### config.mk
export PLATFORM = sky130hd
export DESIGN_NAME = uart_encoder_flat
export DESIGN_NICKNAME = d
export VERILOG_FILES = /design/src/rtl/uart_encoder_if.sv /design/src/rtl/uart_encoder.sv /design/src/flat_wrapper.sv
export SDC_FILE = /design/constraint.sdc
export NUM_CORES = 1
export LEC_CHECK = 0
export ABC_CLOCK_PERIOD_IN_PS = 3120
export CORE_UTILIZATION = 44
export CTS_CLUSTER_DIAMETER = 30
export DETAILED_ROUTE_END_ITERATION = 16
export HOLD_SLACK_MARGIN = 0.1
export MAX_ROUTING_LAYER = met4
export PLACE_DENSITY = 0.66
export SYNTH_ARGS = -nofsm -noshare
export SYNTH_HDL_FRONTEND = slang
export SYNTH_SLANG_ARGS = --single-unit
### constraint.sdc
create_clock -name clk -period 3.12 [get_ports clk]
set_input_delay 0.624 -clock clk [delete_from_list [all_inputs] [get_ports clk]]
set_output_delay 0.624 -clock clk [all_outputs]
set_load 0.02 [all_outputs]
### src/rtl/uart_encoder_if.sv
// Byte-write handshake between the frame encoder and the UART TX FIFO.
// The encoder owns tx_data and wr_uart; the FIFO side reports tx_full.
interface uart_encoder_if;
    logic [7:0] tx_data;
    logic       wr_uart;
    logic       tx_full;

    modport master (
        output tx_data,
        output wr_uart,
        input  tx_full
    );

    modport slave (
        input  tx_data,
        input  wr_uart,
        output tx_full
    );
endinterface

### src/rtl/uart_encoder.sv
// Periodic 3-byte frame encoder: {hdr+pos[11:8]}, pos[7:0], xor checksum.
// Frames are built from a snapshot taken at launch and pushed into the TX FIFO.
module uart_encoder #(
    parameter int FRAME_PERIOD = 100_000
) (
    input  logic                  clk,
    input  logic                  rst,
    input  logic                  connect,
    input  logic [11:0]           keeper_pos,
    output logic                  busy,
    uart_encoder_if.master        tx
);
    localparam int CW = (FRAME_PERIOD > 1) ? $clog2(FRAME_PERIOD) : 1;
    localparam logic [CW-1:0] CNT_LAST = CW'(FRAME_PERIOD - 1);

    typedef enum logic [1:0] {
        IDLE = 2'd0,
        HDR  = 2'd1,
        LO   = 2'd2,
        CHK  = 2'd3
    } state_t;

    state_t        state_q;
    logic [CW-1:0] cnt_q;
    logic [CW-1:0] cnt_d;
    logic          pending_q;
    logic          pending_d;
    logic          snap_conn_q;
    logic [11:0]   snap_pos_q;
    logic [7:0]    tx_data_q;
    logic          wr_q;
    logic          busy_q;

    logic          tick;
    logic          launch;
    logic [7:0]    byte0;
    logic [7:0]    byte1;
    logic [7:0]    byte2;

    always_comb begin
        tick   = (cnt_q == CNT_LAST);
        cnt_d  = tick ? '0 : cnt_q + 1'b1;
        launch = (state_q == IDLE) && pending_q;
        // A tick landing on the launch edge is absorbed by the frame being launched.
        pending_d = launch ? 1'b0 : (pending_q | tick);
        byte0 = {2'b10, snap_conn_q, 1'b0, snap_pos_q[11:8]};
        byte1 = snap_pos_q[7:0];
        byte2 = byte0 ^ byte1;
    end

    always_ff @(posedge clk) begin
        if (!rst) begin
            state_q     <= IDLE;
            cnt_q       <= '0;
            pending_q   <= 1'b0;
            snap_conn_q <= 1'b0;
            snap_pos_q  <= '0;
            tx_data_q   <= 8'h00;
            wr_q        <= 1'b0;
            busy_q      <= 1'b0;
        end else begin
            cnt_q     <= cnt_d;
            pending_q <= pending_d;
            wr_q      <= 1'b0;
            case (state_q)
                IDLE: begin
                    if (pending_q) begin
                        snap_conn_q <= connect;
                        snap_pos_q  <= keeper_pos;
                        state_q     <= HDR;
                        busy_q      <= 1'b1;
                    end
                end
                HDR: begin
                    if (!tx.tx_full) begin
                        tx_data_q <= byte0;
                        wr_q      <= 1'b1;
                        state_q   <= LO;
                    end
                end
                LO: begin
                    if (!tx.tx_full) begin
                        tx_data_q <= byte1;
                        wr_q      <= 1'b1;
                        state_q   <= CHK;
                    end
                end
                CHK: begin
                    if (!tx.tx_full) begin
                        tx_data_q <= byte2;
                        wr_q      <= 1'b1;
                        state_q   <= IDLE;
                        busy_q    <= 1'b0;
                    end
                end
                default: begin
                    state_q <= IDLE;
                    busy_q  <= 1'b0;
                end
            endcase
        end
    end

    assign tx.tx_data = tx_data_q;
    assign tx.wr_uart = wr_q;
    assign busy       = busy_q;
endmodule

### src/flat_wrapper.sv
// flat-port wrapper written by rule: the top's interface ports become plain ports
module uart_encoder_flat 
#(
    parameter int FRAME_PERIOD = 100_000
)
  (clk, rst, connect, keeper_pos, busy, tx_tx_data, tx_wr_uart, tx_tx_full);
  uart_encoder_if tx_i ();
  input  logic clk;
  input  logic rst;
  input  logic connect;
  input  logic [11:0] keeper_pos;
  output logic busy;
  output wire logic [$bits(tx_i.tx_data)-1:0] tx_tx_data;
  output wire logic [$bits(tx_i.wr_uart)-1:0] tx_wr_uart;
  input wire logic [$bits(tx_i.tx_full)-1:0] tx_tx_full;
  assign tx_tx_data = tx_i.tx_data;
  assign tx_wr_uart = tx_i.wr_uart;
  assign tx_i.tx_full = tx_tx_full;
  uart_encoder #(.FRAME_PERIOD(FRAME_PERIOD)) u_core (.clk(clk), .rst(rst), .connect(connect), .keeper_pos(keeper_pos), .busy(busy), .tx(tx_i));
endmodule
==> impl_metrics.tcl, run 1 <==
set metrics [dict create \
    outcome "complete, no violations" \
    crit_arrival_ns 1.29 \
    grt_max_degree 17 \
    cts_resized 0 \
    cts_tree "built" \
    fmax_mhz 523 \
    initial_utilization 0.457 \
    detail-route-antenna-nets 0 \
    yosysUniqueCellTypes 39 \
    cts_max_level 2 \
    path_max_fanout 3 \
    power.density_nw_per_um2 483 \
    min_period_ns 1.91 \
    layout.cells.non_filler 306 \
    cts.sinks 43 \
    critPathCaptureType "output port" \
    drv_cap 0 \
    post_drt_wl_per_cell_um 12.3 \
    cp_num_buf_inv 1 \
    worstMarginPinSlew_ns 0.719 \
    grt_overflow 0 \
    slew_headroom 0.521 \
    hold_viol_final 0 \
    rsz0062_at_grt "no" \
    first_pass_iters 4 \
    area_growth_pct 18.2 \
    met3_wirelength_um 136 \
    cts_setup_buffers 0 \
    cts_buffers 5 \
    syn_nets 251 \
    drc 0 \
    vdd_drop_max_mv 0.319 \
    routed_wl_mm 3.78 \
    dieHeight_um 69.0 \
    nNetsFinal 274 \
    dieArea_um2 4770 \
    synth_top_area_share 0.435 \
    top_layer "met4" \
    netlist_instances 230 \
    antenna_found_initial 0 \
    synth.yosys.seq_area_share 0.435 \
    diodes 0 \
    cts-root-buf "clkbuf_8" \
    ys_top_cells_by_count "43 x dfxtp_1, 38 x nand2_1, 15 x nor2_1" \
    preCtsSetupSlack_ns 1.13 \
    synth-main-ff-cell "dfxtp_1" \
    p_leak_nw 0.806 \
    path_depth 1 \
    synth_edf_count 0 \
    crit_start "u_core.busy" \
    synthTopCellsByArea "dfxtp_1 44%, nand2_1 7.2%, a21boi_0 5.3%, nand3_1 3.5%, a21oi_1 3.3%" \
    io_buffers 25 \
    drt_first_iter_violations 100 \
    timing.rr.start "u_core.state_q[0]" \
    wl_met2_mm 1.63 \
    async_flop_share 0 \
    required_ns 2.50 \
    drive_above_1_share 0.0709 \
    worstSetupPathType "reg -> out" \
    rrSetupSlack_ns 1.31 \
    clk_pin_slew_ns 0.08 \
    clk_path_buf_depth 2 \
    synth_top_area_cell "dfxtp_1" \
    fin_skew_ns 0.00426 \
    drt-met1-wl_mm 1.95 \
    startpoint_type "register" \
    ys_seq_elements 43 \
    timing.rr.end "u_core.tx.tx_data[3]" \
    setup_slack_ns 1.21 \
    rr_worst_depth 6 \
    setup_tns_ns 0 \
    synth_area_um2 1980 \
    die_x_um 69.0 \
    insertion_delay_ns 0.29 \
    synth.avg_cell_area_um2 8.60 \
    critPathCapture "busy" \
    hold_path.class "reg -> reg" \
    path_delay_family "buffers and inverters" \
    vias 1631 \
    grt_pass1_vias 1473 \
    slew_viol_final 0 \
    core_um2 4320 \
    io_pins 26 \
    globalRouteTotalUtil 0.177 \
    period_share 0.612 \
    fillers 432 \
    slowest_stage "clkdlybuf4s50_1" \
    cp_cell_sequence "clkdlybuf4s50_1" \
    holdBufCountCts 0 \
    vias_per_cell 5.33 \
    cpPeakStageDelay_ns 0.62 \
    setup_viol 0 \
    gp_congestion 0.763 \
    yosys_warnings 0 \
    row_count 24 \
    grt_pass1_wl_mm 6.59 \
    dp_hpwl_mm 2.62 \
    synth.most_common_cell "dfxtp_1" \
    dp_cells 298 \
]
-- power by group --
part           leakage (nW)  total [mW]  internal, mW  switching [mW]
logic                 0.411       0.205        0.0894           0.115
clock network        0.0477       0.340         0.153           0.187
registers             0.347       0.583         0.568          0.0151
total                 0.806        1.13         0.811           0.317
-- worst min path at each step --
stage | from | endpoint | slack (ns) | cells after the start
finish | u_core.snap_pos_q[4] | u_core.snap_pos_q[4] | 0.46 | 2
detailed placement | u_core.cnt_q[0] | u_core.cnt_q[0] | 0.45 | 1
global placement | u_core.cnt_q[0] | u_core.cnt_q[0] | 0.44 | 1
floorplan | u_core.cnt_q[0] | u_core.cnt_q[0] | 0.43 | 1
CTS | u_core.tx.tx_data[5] | u_core.tx.tx_data[5] | 0.46 | 2
global route | u_core.tx.tx_data[5] | u_core.tx.tx_data[5] | 0.48 | 2
-- per-stage QoR --
stage / area, um^2 / hold WS [ns] / utilization / power, mW
finish: 2340 / 0.461 / 0.540 / 1.13
global route: 2340 / 0.479 / 0.540 / 1.19
CTS: 2340 / 0.464 / 0.540 / 1.14
detailed placement: 2250 / 0.452 / 0.521 / 0.801
global placement: 2250 / 0.440 / 0.521 / 0.798
floorplan: 1980 / 0.430 / - / 0.734
-- sequential cells by signal (all words and copies together) (netlist names) --
register,flops
u_core.cnt_q,17
u_core.snap_pos_q,12
u_core.tx.tx_data,8
u_core.busy,1
u_core.tx.wr_uart,1
u_core.pending_q,1
u_core.state_q,2
u_core.snap_conn_q,1
-- logic make-up after synthesis --
family                     after synthesis  synth area share
adders and majority gates                5            0.0316
xor gates and xnor gates                12            0.0532
and+or+nand+nor                        110             0.287
DFF                                     43             0.435
muxes                                    2            0.0101
AOI/OAI and AO/OA                       43             0.147
buffers and inverters                   15            0.0354
-- placed cells by master (no fill, tap or decap), drive strengths merged, types with 6 or more instances in the layout --
cell,n
o21ai,6
nand2,39
clkdlybuf4s50,25
and2,6
nor2,15
o31ai,6
nand3,14
dfxtp,43
xnor2,6
a21oi,13
xor2,6
a21boi,16
-- area by class of cell --
| type | instances | area [um^2] | area share |
|---|---|---|---|
| flip-flops and latches | 43 | 861 | 0.369 |
| well taps | 52 | 65.1 | 0.0279 |
| multi-input cells | 172 | 1050 | 0.448 |
| clock inverters | 3 | 15.0 | 0.00643 |
| inverters | 4 | 15.0 | 0.00643 |
| clock buffers | 5 | 68.8 | 0.0295 |
| repair buffers | 27 | 265 | 0.114 |
-- layer usage --
metal | up-vias | global-route usage
li1 | 847 | -
met1 | 756 | 0.226
met2 | 21 | 0.263
met3 | 7 | 0.0497
met4 | 0 | 0.0680
met5 | - | -
(Power assumes the default switching activity.)
==> run 2: changes to the inputs <==
--- a/config.mk
+++ b/config.mk
@@ -5,7 +5,7 @@
 export SDC_FILE = /design/constraint.sdc
 export NUM_CORES = 1
 export LEC_CHECK = 0
-export ABC_CLOCK_PERIOD_IN_PS = 3120
+export ABC_CLOCK_PERIOD_IN_PS = 1900
 export CORE_UTILIZATION = 44
 export CTS_CLUSTER_DIAMETER = 30
 export DETAILED_ROUTE_END_ITERATION = 16
==> constraint.sdc (replaced) <==
create_clock -name clk -period 1.9 [get_ports clk]
set_input_delay 0.38 -clock clk [delete_from_list [all_inputs] [get_ports clk]]
set_output_delay 0.38 -clock clk [all_outputs]
set_load 0.02 [all_outputs]
==> impl_metrics.tcl, run 2 (synthesis gave the netlist of run 1 again) <==
set metrics [dict create \
    slew_viol_final 0 \
    cts.sinks 43 \
    hold_viol_final 0 \
    drive_above_1_share 0.0923 \
    io_buffers 25 \
    layout.cells.most_common "dfxtp_1" \
    largest_reg_flops 17 \
    clk_path_buf_depth 2 \
    post_drt_wl_per_cell_um 12.6 \
    outcome "complete, no violations" \
    period_share 0.877 \
    preCtsSetupSlack_ns 0.178 \
    slowest_stage "clkdlybuf4s50_1" \
    vdd_drop_max_mv 0.542 \
    drc 0 \
    die_x_um 69.0 \
    diodes 0 \
    layout.cells.non_filler 312 \
    gp_congestion 0.777 \
    required_ns 1.52 \
    cts_setup_buffers 0 \
    hold_path.class "reg -> reg" \
    fillers 429 \
    setup_viol 0 \
    antenna_found_initial 0 \
    crit_arrival_ns 1.29 \
    grt_max_degree 23 \
    dp_hpwl_mm 2.77 \
    insertion_delay_ns 0.30 \
    top_register "u_core.cnt_q" \
    nNetsFinal 280 \
    core_um2 4320 \
    clk_pin_slew_ns 0.09 \
    cts_resized 0 \
    detail-route-antenna-nets 0 \
    grt_overflow 0 \
    drt_first_iter_violations 94 \
    cpPeakStageDelay_ns 0.62 \
    vias_per_cell 5.20 \
    p_leak_nw 0.835 \
    critPathCaptureType "output port" \
    cp_num_buf_inv 1 \
    p_total_mw 1.92 \
    drv_cap 0 \
    area_growth_pct 20.9 \
    path_max_fanout 3 \
    setup_slack_ns 0.234 \
    worstSetupPathType "reg -> out" \
    cts-root-buf "clkbuf_8" \
    initial_utilization 0.457 \
    mostFrequentLayoutCells "43 x dfxtp_1, 38 x nand2_1, 25 x clkdlybuf4s50_1" \
    grt_pass1_wl_mm 6.97 \
    dieArea_um2 4770 \
    row_count 24 \
    path_delay_family "buffers and inverters" \
    slew_headroom 0.653 \
    setup_tns_ns 0 \
    cts_buffers 5 \
    fin_skew_ns 0.00859 \
    worstMarginPinSlew_ns 0.520 \
    vias 1623 \
    fmax_mhz 600 \
    power.density_nw_per_um2 802 \
    dp_cells 304 \
    cts_tree "built" \
    min_period_ns 1.67 \
    cts_max_level 2 \
    io_pins 26 \
    first_pass_iters 4 \
    globalRouteTotalUtil 0.184 \
    holdBufCountCts 0 \
    startpoint_type "register" \
    rsz0062_at_grt "no" \
    dieHeight_um 69.0 \
    cp_cell_sequence "clkdlybuf4s50_1" \
    grt_pass1_vias 1471 \
    routed_wl_mm 3.94 \
]
-- run 2: where the power goes --
group	total, mW	internal, mW	switching [mW]
registers	0.957	0.933	0.0239
logic	0.356	0.162	0.194
clock network	0.606	0.263	0.343
total	1.92	1.36	0.561
-- run 2: final timing paths --
| kind | startpoint | to | slack (ns) | depth (start not counted) |
|---|---|---|---|---|
| max reg2reg | u_core.state_q[0] | u_core.tx.tx_data[3] | 0.25 | 7 |
| min reg2reg | u_core.tx.tx_data[5] | u_core.tx.tx_data[5] | 0.46 | 2 |
| min | u_core.tx.tx_data[5] | u_core.tx.tx_data[5] | 0.46 | 2 |
| max | u_core.busy | busy | 0.23 | 1 |
-- run 2: layer usage --
layer / vias to the layer above / track usage / part of all wire
met5: - / - / 0
met4: 0 / 0.0612 / 0.010
met3: 5 / 0.0439 / 0.040
met2: 31 / 0.252 / 0.41
met1: 738 / 0.263 / 0.54
li1: 849 / - / -
-- run 2: cell type report --
cell class	count	area, um^2	area share
Multi-Input combinational cell	172	1050	0.437
Tap cell	52	65.1	0.0272
Clock inverter	3	25.0	0.0105
Inverter	4	15.0	0.00628
Timing Repair Buffer	33	310	0.130
Clock buffer	5	68.8	0.0288
Sequential cell	43	861	0.360
-- run 2: metrics by stage --
step | hold slack (ns) | util | area (um^2)
floorplan | 0.430 | - | 1980
global placement | 0.444 | 0.531 | 2300
detailed placement | 0.448 | 0.531 | 2300
CTS | 0.460 | 0.553 | 2390
global route | 0.472 | 0.553 | 2390
finish | 0.458 | 0.553 | 2390
==> run 3: changes to the inputs <==
--- a/config.mk
+++ b/config.mk
@@ -9,9 +9,9 @@
 export CORE_UTILIZATION = 44
 export CTS_CLUSTER_DIAMETER = 30
 export DETAILED_ROUTE_END_ITERATION = 16
+export DONT_BUFFER_PORTS = 1
 export HOLD_SLACK_MARGIN = 0.1
 export MAX_ROUTING_LAYER = met4
-export PLACE_DENSITY = 0.66
 export SYNTH_ARGS = -nofsm -noshare
 export SYNTH_HDL_FRONTEND = slang
 export SYNTH_SLANG_ARGS = --single-unit
==> impl_metrics.tcl, run 3 (synthesis gave the netlist of run 1 again) <==
set metrics [dict create \
    mostFrequentLayoutCells "43 x dfxtp_1, 38 x nand2_1, 15 x nor2_1" \
    vdd_drop_max_mv 0.456 \
    slew_viol_final 0 \
    dieArea_um2 4770 \
    cts-root-buf "clkbuf_8" \
    initial_utilization 0.457 \
    setup_viol 0 \
    first_pass_iters 4 \
    power.density_nw_per_um2 864 \
    preCtsSetupSlack_ns 0.228 \
    worstSetupPathType "reg -> reg" \
    power_frac_comb 0.137 \
    min_period_ns 1.69 \
    globalRouteTotalUtil 0.179 \
    p_clk_frac 0.335 \
    cts_resized 0 \
    startpoint_type "register" \
    power_frac_seq 0.528 \
    clk_path_buf_depth 2 \
    top_register "u_core.cnt_q" \
    gp_congestion 0.802 \
    internal-power_mw 1.36 \
    vias_per_cell 5.34 \
    row_count 24 \
    whs_path_depth 1 \
    worstMarginPinSlew_ns 0.473 \
    drv_cap 0 \
    path_delay_family "simple AND/OR/NAND/NOR gates" \
    holdBufCountCts 0 \
    cts.sinks 43 \
    rsz0062_at_grt "no" \
    slowest_stage "or3_1" \
    fmax_mhz 591 \
    path_depth 6 \
    cts_setup_buffers 0 \
    routed_wl_mm 3.85 \
    outcome "complete, no violations" \
    drive_above_1_share 0.0940 \
    slew_headroom 0.684 \
    crit_arrival_ns 1.91 \
    largest_reg_flops 17 \
    area_growth_pct 8.23 \
    stdcell_area_um2 2140 \
    nNetsFinal 254 \
    cts_buffers 5 \
    dp_cells 278 \
    setup_tns_ns 0 \
    post_dp_cell_area_um2 2040 \
    critPathCaptureType "register" \
    hold_viol_final 0 \
    cpPeakStageDelay_ns 0.39 \
    multi_input_area_um2 1050 \
    layout.cells.non_filler 286 \
    cts_max_level 2 \
    io_buffers 0 \
    hold_path.class "in -> reg" \
    cp_cell_sequence "inv_1 -> ha_1 -> o31ai_4 -> nand2_4 -> or3_1 -> a21boi_1" \
    period_share 0.891 \
    drc 0 \
    grt_overflow 0 \
    ff_latch_area_um2 861 \
    path_max_fanout 10 \
    grt_pass1_vias 1353 \
    insertion_delay_ns 0.29 \
    cp_num_buf_inv 1 \
    fin_skew_ns 0.00188 \
    clk_pin_slew_ns 0.08 \
    grt_max_degree 32 \
    fillers 438 \
    swShare 0.262 \
    setup_slack_ns 0.208 \
    cts_tree "built" \
    rr_worst_depth 6 \
    p_leak_nw 0.745 \
    core_um2 4320 \
    required_ns 2.12 \
    drt_first_iter_violations 88 \
    post_drt_wl_per_cell_um 13.5 \
    grt_pass1_wl_mm 6.66 \
    dieHeight_um 69.0 \
    diodes 0 \
    dp_hpwl_mm 2.77 \
    vias 1526 \
    layout.cells.most_common "dfxtp_1" \
    power.switching_mw 0.485 \
    detail-route-antenna-nets 0 \
    die_x_um 69.0 \
    io_pins 26 \
    antenna_found_initial 0 \
]
[run 3: routing by layer]
layer / track usage / share of wire / wire length (um)
met5: - / 0 / 0
met1: 0.261 / 0.54 / 2070
met4: 0.0544 / 0.0096 / 37
met3: 0.0541 / 0.065 / 252
met2: 0.233 / 0.39 / 1480
[run 3: final cells by class]
| cell class | count | share of cell area |
|---|---|---|
| multi-input combinational | 172 | 0.489 |
| clock buffer | 8 | 0.0468 |
| inverter | 4 | 0.00702 |
| tap | 52 | 0.0304 |
| sequential | 43 | 0.402 |
| timing repair buffer | 7 | 0.0246 |
[run 3: final timing paths]
kind	startpoint	endpoint	slack, ns
worst min-delay path	tx_tx_full	u_core.tx.wr_uart	0.17
worst max-delay path	u_core.state_q[0]	u_core.tx.tx_data[5]	0.21
worst max register to register	u_core.state_q[0]	u_core.tx.tx_data[5]	0.21
worst min register to register	u_core.snap_pos_q[6]	u_core.snap_pos_q[6]	0.47
[run 3: stage by stage]
step,util,hold slack (ns),total power [mW]
floorplan,-,0.430,1.21
global placement,0.472,0.450,1.25
detailed placement,0.472,0.456,1.25
CTS,0.495,0.167,1.88
global route,0.495,0.160,1.96
finish,0.495,0.170,1.85
[run 3: power groups by stage]
| stage | registers [mW] | clock network (mW) | logic, mW |
|---|---|---|---|
| after floorplan | 0.991 | 0 | 0.214 |
| after global placement | 0.997 | 0 | 0.254 |
| after detailed placement | 0.999 | 0 | 0.256 |
| after CTS | 0.977 | 0.644 | 0.257 |
| after global routing | 0.980 | 0.686 | 0.295 |
| final | 0.976 | 0.619 | 0.253 |
